### config.mk
export PLATFORM = sky130hd
export DESIGN_NAME = if_prefetch_queue
export DESIGN_NICKNAME = d
export VERILOG_FILES = /design/src/rtl/if_prefetch_queue.sv
export SDC_FILE = /design/constraint.sdc
export NUM_CORES = 1
export LEC_CHECK = 0
export BUFFER_PORTS_ARGS = -buffer_cell sky130_fd_sc_hd__clkbuf_2
export CAP_MARGIN = 10
export CORE_AREA = 2 2 157 159
export CTS_CLUSTER_DIAMETER = 200
export DETAILED_ROUTE_END_ITERATION = 16
export DIE_AREA = 0 0 159 161
export HOLD_SLACK_MARGIN = 0.06
export MAX_ROUTING_LAYER = met4
export PLACE_DENSITY = 0.75
export SYNTH_ARGS = -nofsm -noshare
export SYNTH_HDL_FRONTEND = slang
export SYNTH_SLANG_ARGS = --single-unit
### constraint.sdc
create_clock -name clk -period 6.9 [get_ports clk]
set_clock_uncertainty 0.1 [all_clocks]
set_input_delay 0.345 -clock clk [delete_from_list [all_inputs] [get_ports clk]]
set_output_delay 0.345 -clock clk [all_outputs]
set_load 0.1 [all_outputs]
### src/rtl/if_prefetch_queue.sv
// ============================================================================
// Module  : if_prefetch_queue
// Brief   : Instruction prefetch FIFO that fetches {pc,instr} ahead of IF via
//           req/ack memory port. Optional perf counters: PREFETCH_PERF_EN.
// Revision: 1.0 - initial release
// ============================================================================
`default_nettype none
`timescale 1ns/1ps

module if_prefetch_queue #(
  parameter int          DEPTH    = 4,
  parameter logic [31:0] RESET_PC = 32'h0
) (
  input  logic        clk,
  input  logic        rst,
  input  logic        redirect,
  input  logic [31:0] redirect_pc,
  input  logic        pause,
  output logic        mem_req,
  output logic [31:0] mem_addr,
  input  logic        mem_ack,
  input  logic [31:0] mem_rdata,
`ifdef PREFETCH_PERF_EN
  output logic [31:0] perf_fetch_cnt,
  output logic [31:0] perf_drop_cnt,
`endif
  output logic        out_valid,
  output logic [31:0] out_pc,
  output logic [31:0] out_instr
);

  localparam int PTR_W = $clog2(DEPTH);
  localparam int CNT_W = PTR_W + 1;

  typedef enum logic [1:0] {
    S_IDLE = 2'd0,
    S_WAIT = 2'd1,
    S_DROP = 2'd2
  } state_t;

  state_t             r_state;
  logic [31:0]        r_fpc;
  logic               r_mem_req;
  logic [31:0]        r_mem_addr;
  logic [PTR_W-1:0]   r_rd_ptr;
  logic [PTR_W-1:0]   r_wr_ptr;
  logic [CNT_W-1:0]   r_count;
  logic [31:0]        r_pc_mem    [DEPTH];
  logic [31:0]        r_instr_mem [DEPTH];

  logic               w_push;
  logic               w_pop;
  logic               w_full;
  logic [31:0]        w_redirect_pc;

  assign w_redirect_pc = redirect_pc & ~32'h3;
  assign w_full        = (r_count == CNT_W'(DEPTH));
  assign w_push        = (r_state == S_WAIT) && mem_ack && !redirect;
  assign w_pop         = out_valid && !pause && !redirect;

  always_ff @(posedge clk) begin
    if (rst) begin
      r_state    <= S_IDLE;
      r_fpc      <= RESET_PC;
      r_mem_req  <= 1'b0;
      r_mem_addr <= 32'h0;
      r_rd_ptr   <= '0;
      r_wr_ptr   <= '0;
      r_count    <= '0;
    end else begin
      case (r_state)
        S_IDLE: begin
          if (!redirect && !w_full) begin
            r_mem_req  <= 1'b1;
            r_mem_addr <= r_fpc;
            r_state    <= S_WAIT;
          end
        end
        S_WAIT: begin
          if (mem_ack) begin
            r_mem_req <= 1'b0;
            r_state   <= S_IDLE;
            if (!redirect) begin
              r_fpc <= r_fpc + 32'd4;
            end
          end else if (redirect) begin
            r_state <= S_DROP;
          end
        end
        S_DROP: begin
          // Stale request stays on the bus until memory answers it.
          if (mem_ack) begin
            r_mem_req <= 1'b0;
            r_state   <= S_IDLE;
          end
        end
        default: begin
          r_mem_req <= 1'b0;
          r_state   <= S_IDLE;
        end
      endcase

      if (redirect) begin
        r_fpc    <= w_redirect_pc;
        r_rd_ptr <= '0;
        r_wr_ptr <= '0;
        r_count  <= '0;
      end else begin
        if (w_push) begin
          r_wr_ptr <= r_wr_ptr + PTR_W'(1);
        end
        if (w_pop) begin
          r_rd_ptr <= r_rd_ptr + PTR_W'(1);
        end
        case ({w_push, w_pop})
          2'b10:   r_count <= r_count + CNT_W'(1);
          2'b01:   r_count <= r_count - CNT_W'(1);
          default: r_count <= r_count;
        endcase
      end
    end
  end

  always_ff @(posedge clk) begin
    if (w_push) begin
      r_pc_mem[r_wr_ptr]    <= r_mem_addr;
      r_instr_mem[r_wr_ptr] <= mem_rdata;
    end
  end

`ifdef PREFETCH_PERF_EN
  logic [31:0] r_perf_fetch;
  logic [31:0] r_perf_drop;

  always_ff @(posedge clk) begin
    if (rst) begin
      r_perf_fetch <= 32'h0;
      r_perf_drop  <= 32'h0;
    end else begin
      if (w_push) begin
        r_perf_fetch <= r_perf_fetch + 32'd1;
      end
      if (mem_ack && ((r_state == S_DROP) || ((r_state == S_WAIT) && redirect))) begin
        r_perf_drop <= r_perf_drop + 32'd1;
      end
    end
  end

  assign perf_fetch_cnt = r_perf_fetch;
  assign perf_drop_cnt  = r_perf_drop;
`endif

  assign mem_req   = r_mem_req;
  assign mem_addr  = r_mem_addr;
  assign out_valid = (r_count != '0);
  assign out_pc    = out_valid ? r_pc_mem[r_rd_ptr]    : 32'h0;
  assign out_instr = out_valid ? r_instr_mem[r_rd_ptr] : 32'h0;

endmodule

`default_nettype wire

After elaboration in Yosys (flattened, before gate mapping)
Memory sizes are Yosys's and may differ from the RTL's. A register that Yosys moved wholly into a read port is not among the register bits.
Index checks and enable logic that the tools add are counted.
Operators by class
  multiplexer cells: 20
  add/sub/neg operators: 5
  equal/unequal tests: 9
  reductions and logical operators: 20
Operators with widths (count)
  two-way mux 32 bit: 5
  adder 32 x 3 -> 32 bit (second input constant): 1
  two-way mux 2 bit: 8
  AND reduction 2 bit: 4
  case mux 2 bit (3 select lines): 1
  case mux 3 bit (2 select lines): 1
  nonzero test 2 bit: 3
  logical AND 1 bit: 5
  adder 2 x 1 -> 2 bit (second input constant): 2
  == test 2 x 1 -> 1 bit (second input constant): 2
  == test 2 bit (second input constant): 2
  two-way mux 1 bit: 4
  inequality test 2 bit (second input constant): 2
  OR reduction 2 bit: 2
  adder 3 x 1 -> 3 bit (second input constant): 1
  == test 3 bit (second input constant): 1
  zero test 1 bit: 3
  inequality test 3 bit (second input constant): 1
  AND reduction 3 bit: 1
  nonzero test 3 bit: 1
  subtractor 3 x 1 -> 3 bit (second input constant): 1
  zero test 2 bit: 1
  inequality test 2 x 1 -> 1 bit (second input constant): 1
  case mux 1 bit (2 select lines): 1
Storage, ports and cells
  bits in writable memories: 256
  memories: 2
  word-level logic and storage cells: 64
  bits in registers: 74
  output and inout bits: 98
  input port bits: 69
Memory list
  r_instr_mem: depth 4, bits a word 32, rd ports 1, clocked after Yosys merged registers in 1, write ports 1, RTL line 49  | logic [31:0] r_instr_mem [DEPTH];
  r_pc_mem: depth 4, bits a word 32, rd ports 1, clocked after Yosys merged registers in 1, write ports 1, RTL line 48  | logic [31:0] r_pc_mem [DEPTH];

Depth between registers and ports, before layout
  word-level depth: 5
  gate-level depth with buffers: 14
  depth with buffers taken out: 11

Worst setup path after synthesis
OpenSTA, ideal clock, no wires.
  path kind: register -> register
  start: reg r_state[1]
  end: mem r_instr_mem[0][0], enable pin
  setup time: 0.427 ns
  path slack: 3.800 ns
  data arrival time: 2.573 ns
  clock period less this slack: 3.100 ns
  cell stages (with the launch flop): 7
  path buffers: 2
  cell sequence: dfxtp_1 inv_1 ha_1 clkbuf_2 and2_1 clkbuf_1 and3_1
On the way
  cells in the longest elaborated chain, start to end: 5
Ends and longest elaborated chain
  start: declaration: RTL line 41  | state_t r_state;
  start signal: assignment: RTL line 63  | r_state <= S_IDLE;
  start signal: assignment: RTL line 76  | r_state <= S_WAIT;
  start signal: assignment: RTL line 82  | r_state <= S_IDLE;
  == test 2 x 1 -> 1 bit: RTL line 58  | assign w_push = (r_state == S_WAIT) && mem_ack && !redirect;
  logical AND 1 bit (2 in series): RTL line 58
  two-way mux 1 bit: RTL line 125  | if (w_push) begin
  two-way mux 1 bit (not written as such): RTL line 127  | r_instr_mem[r_wr_ptr] <= mem_rdata;
  end: declaration: RTL line 49
No other way between the ends.

==> out/metrics.yaml <==
power_and_ir_drop:
  total_power_uw: 3980
  p_leak_uw: 0.00543
  power_density_nw_per_um2: 257
  irDropWorstVdd_v: 0.000179
synth:
  synth_edf_count: 248
  async_reset_ff_share_pct: 0
  yosys.area.top_type: "edfxtp_1"
  synth_cell_type_count: 52
  synth_top_area_share_pct: 57.7
  synth_ff_type: "edfxtp_1"
  yosysWarnings: 0
  synthesis.area_um2: 12900
  synth_area_leaders: "edfxtp_1, dfxtp_1, mux4_2, and2_1, nand2_1"
  synth.most_common_cell: "edfxtp_1"
  synth_seq_cells: 320
  synth_common_cells: "edfxtp_1, nand2_1, dfxtp_1"
  synthCells: 848
  seq_area_frac_synth_pct: 68.9
  syn_area_per_cell_um2: 15.2
grt:
  grt_usage_pct: 22.1
  antenna_found_initial: 0
  grt_start_max_net_pins: 67
  grt_pass1_wl_um: 43500
  grt_pass1_vias: 7942
  grt-ovfl-total: 0
die:
  fp.dieW_um: 159
  start_util_pct: 53.9
  die-area_um2: 25600
  pin_count: 167
  rows: 57
  die_h_um: 161
  coreArea_um2: 24000
critical_path:
  cp.arrival_ns: 3.16
  critPathKind: "flip-flop to output port"
  worst_setup_path_start_kind: "flip-flop"
  path_cells: "buf_4 > mux4_2 > and2_1 > clkbuf_2"
  setup.worst_path.end_class: "output port"
  critPathMaxStageDelay_ns: 0.78
  required_ns: 6.45
  cp_max_fo: 44
  cp_slowest_cell: "buf_4"
layout:
  syn2layout_area_growth_pct: 19.9
  antenna_cells: 0
  drive_gt1_share_pct: 26.3
  nFillCells: 1776
  nNetsFinal: 1130
timing:
  hold_viol: 0
  timing.hold.ws_ns: 0.0867
  finalSetupViolations: 0
  finalCriticalPeriod_ns: 3.61
  fmax_mhz: 277
  maxSlewHeadroom_pct: 24.4
  tightest_slew_ns: 1.13
  maxSlewViolCount: 0
  finalSetupTns_ns: 0
  fin_crit_sh_pct: 52.3
  rsz0062_at_grt: "false"
run:
  maxCapViolCount: 0
cts:
  ctsResizeCount: 0
  cts_buffers: 31
  clock_latency_ns: 0.54
  cts.path.max_buffers: 3
  clock_sinks: 320
  htreeDepth: 1
  cts_root_buf: "clkbuf_16"
  clk_pin_slew_ns: 0.06
  cts_tree: "built"
detailed_routing:
  via_count: 7958
  drt-initial-drc-count: 593
  first_pass_iters: 5
  drt-total-wl_um: 27400
  drc: 0
  routed_via_density: 5.69
  detail-route-antenna-nets: 0
  drt-wirelength-per-cell_um: 19.6
placement:
  gp_congestion: 0.856
  dp_hpwl_um: 15700
  port_buffers: 160
min_path:
  min_path_type: "primary input to flip-flop"
run_status:
  status: "finished, final reports clean"
-- worst max-delay path, delay by kind of cell (launching register included) --
family / cells / cell delay, ns
muxes: 1 / 0.60
buffers and inverters: 2 / 1.15
and+or+nand+nor: 1 / 0.19
DFF: 1 / 0.63
-- cell type report --
cell class	instances	area, µm²	area share, %
flip-flops and latches	320	8900	57.5
clock inverters	10	73.8	0.477
multi-input cells	458	3750	24.2
repair buffers	225	1430	9.26
inverters	15	56.3	0.364
well taps	324	405	2.62
clock buffers	47	867	5.60
-- path summary, 6_finish.rpt --
kind / startpoint / end / slack (ns) / depth (start not counted)
worst min-delay path: redirect_pc[22] / r_fpc[22] / 0.09 / 4
worst max register to register: r_count[0] / r_count[2] / 3.97 / 9
worst max-delay path: flip-flop / out_instr[7] / 3.29 / 4
worst min register to register: r_count[2] / r_count[2] / 0.40 / 2
-- layout by cell type (no fill, tap or decap), drive strengths merged, types with 7 or more instances in the layout --
cell type	instances
a211oi	14
a21oi	45
a311oi	7
and2	67
and3	11
buf	7
clkbuf	207
clkinv	7
dfxtp	72
dlygate4sd3	58
edfxtp	248
ha	9
inv	15
mux4	62
nand2	84
nand3	10
nand4	17
nor2	35
nor3	8
nor4	11
o21ai	7
or3	9
xnor2	12
-- power by group --
group	switching, µW	total [µW]	internal (µW)
Sequential	36.6	2140	2100
Combinational	191	270	79.3
Clock	669	1570	899
Total	897	3980	3080
-- cells by family after synthesis --
| logic type | Yosys count | synth area share, % |
|---|---|---|
| AO/OA/AOI/OAI | 94 | 4.65 |
| XOR/XNOR | 18 | 1.22 |
| adder cells (fa/ha/maj) | 10 | 1.03 |
| buffers and inverters | 73 | 2.35 |
| flip-flops | 320 | 68.9 |
| multiplexers | 62 | 10.8 |
| other | 1 | 0.0291 |
| AND/OR/NAND/NOR | 270 | 11.0 |
-- per-stage QoR --
step	instances	utilization, %	setup slack (ns)	area [µm²]
3_5_place_dp	1284	58.2	3.77	14000
2_1_floorplan	851	-	3.80	12900
6_report	1399	64.6	3.29	15500
4_1_cts	1399	64.6	3.19	15500
3_3_place_gp	1284	58.2	3.78	14000
5_1_grt	1399	64.6	3.08	15500
-- sequential cells by signal (all words and copies together), names as in the netlist, named ones only --
register and flops:
r_pc_mem 120, mem_req 1, r_fpc 30, r_state 2, r_count 3, r_instr_mem 128, r_wr_ptr 2, r_rd_ptr 2
mem_addr 30
-- metal layers --
| metal | routed length [µm] | track usage (%) |
|---|---|---|
| met1 | 11800 | 29.6 |
| met2 | 13700 | 37.3 |
| met3 | 1630 | 2.82 |
| met4 | 319 | 4.05 |
| met5 | 0 | - |
-- repair_timing --
item                                   in CTS  in global routing
hold buffers                               58                  0
setup buffers                               0                  0
endpoints found under the hold margin     154                  0
(Power assumes the default switching activity.)
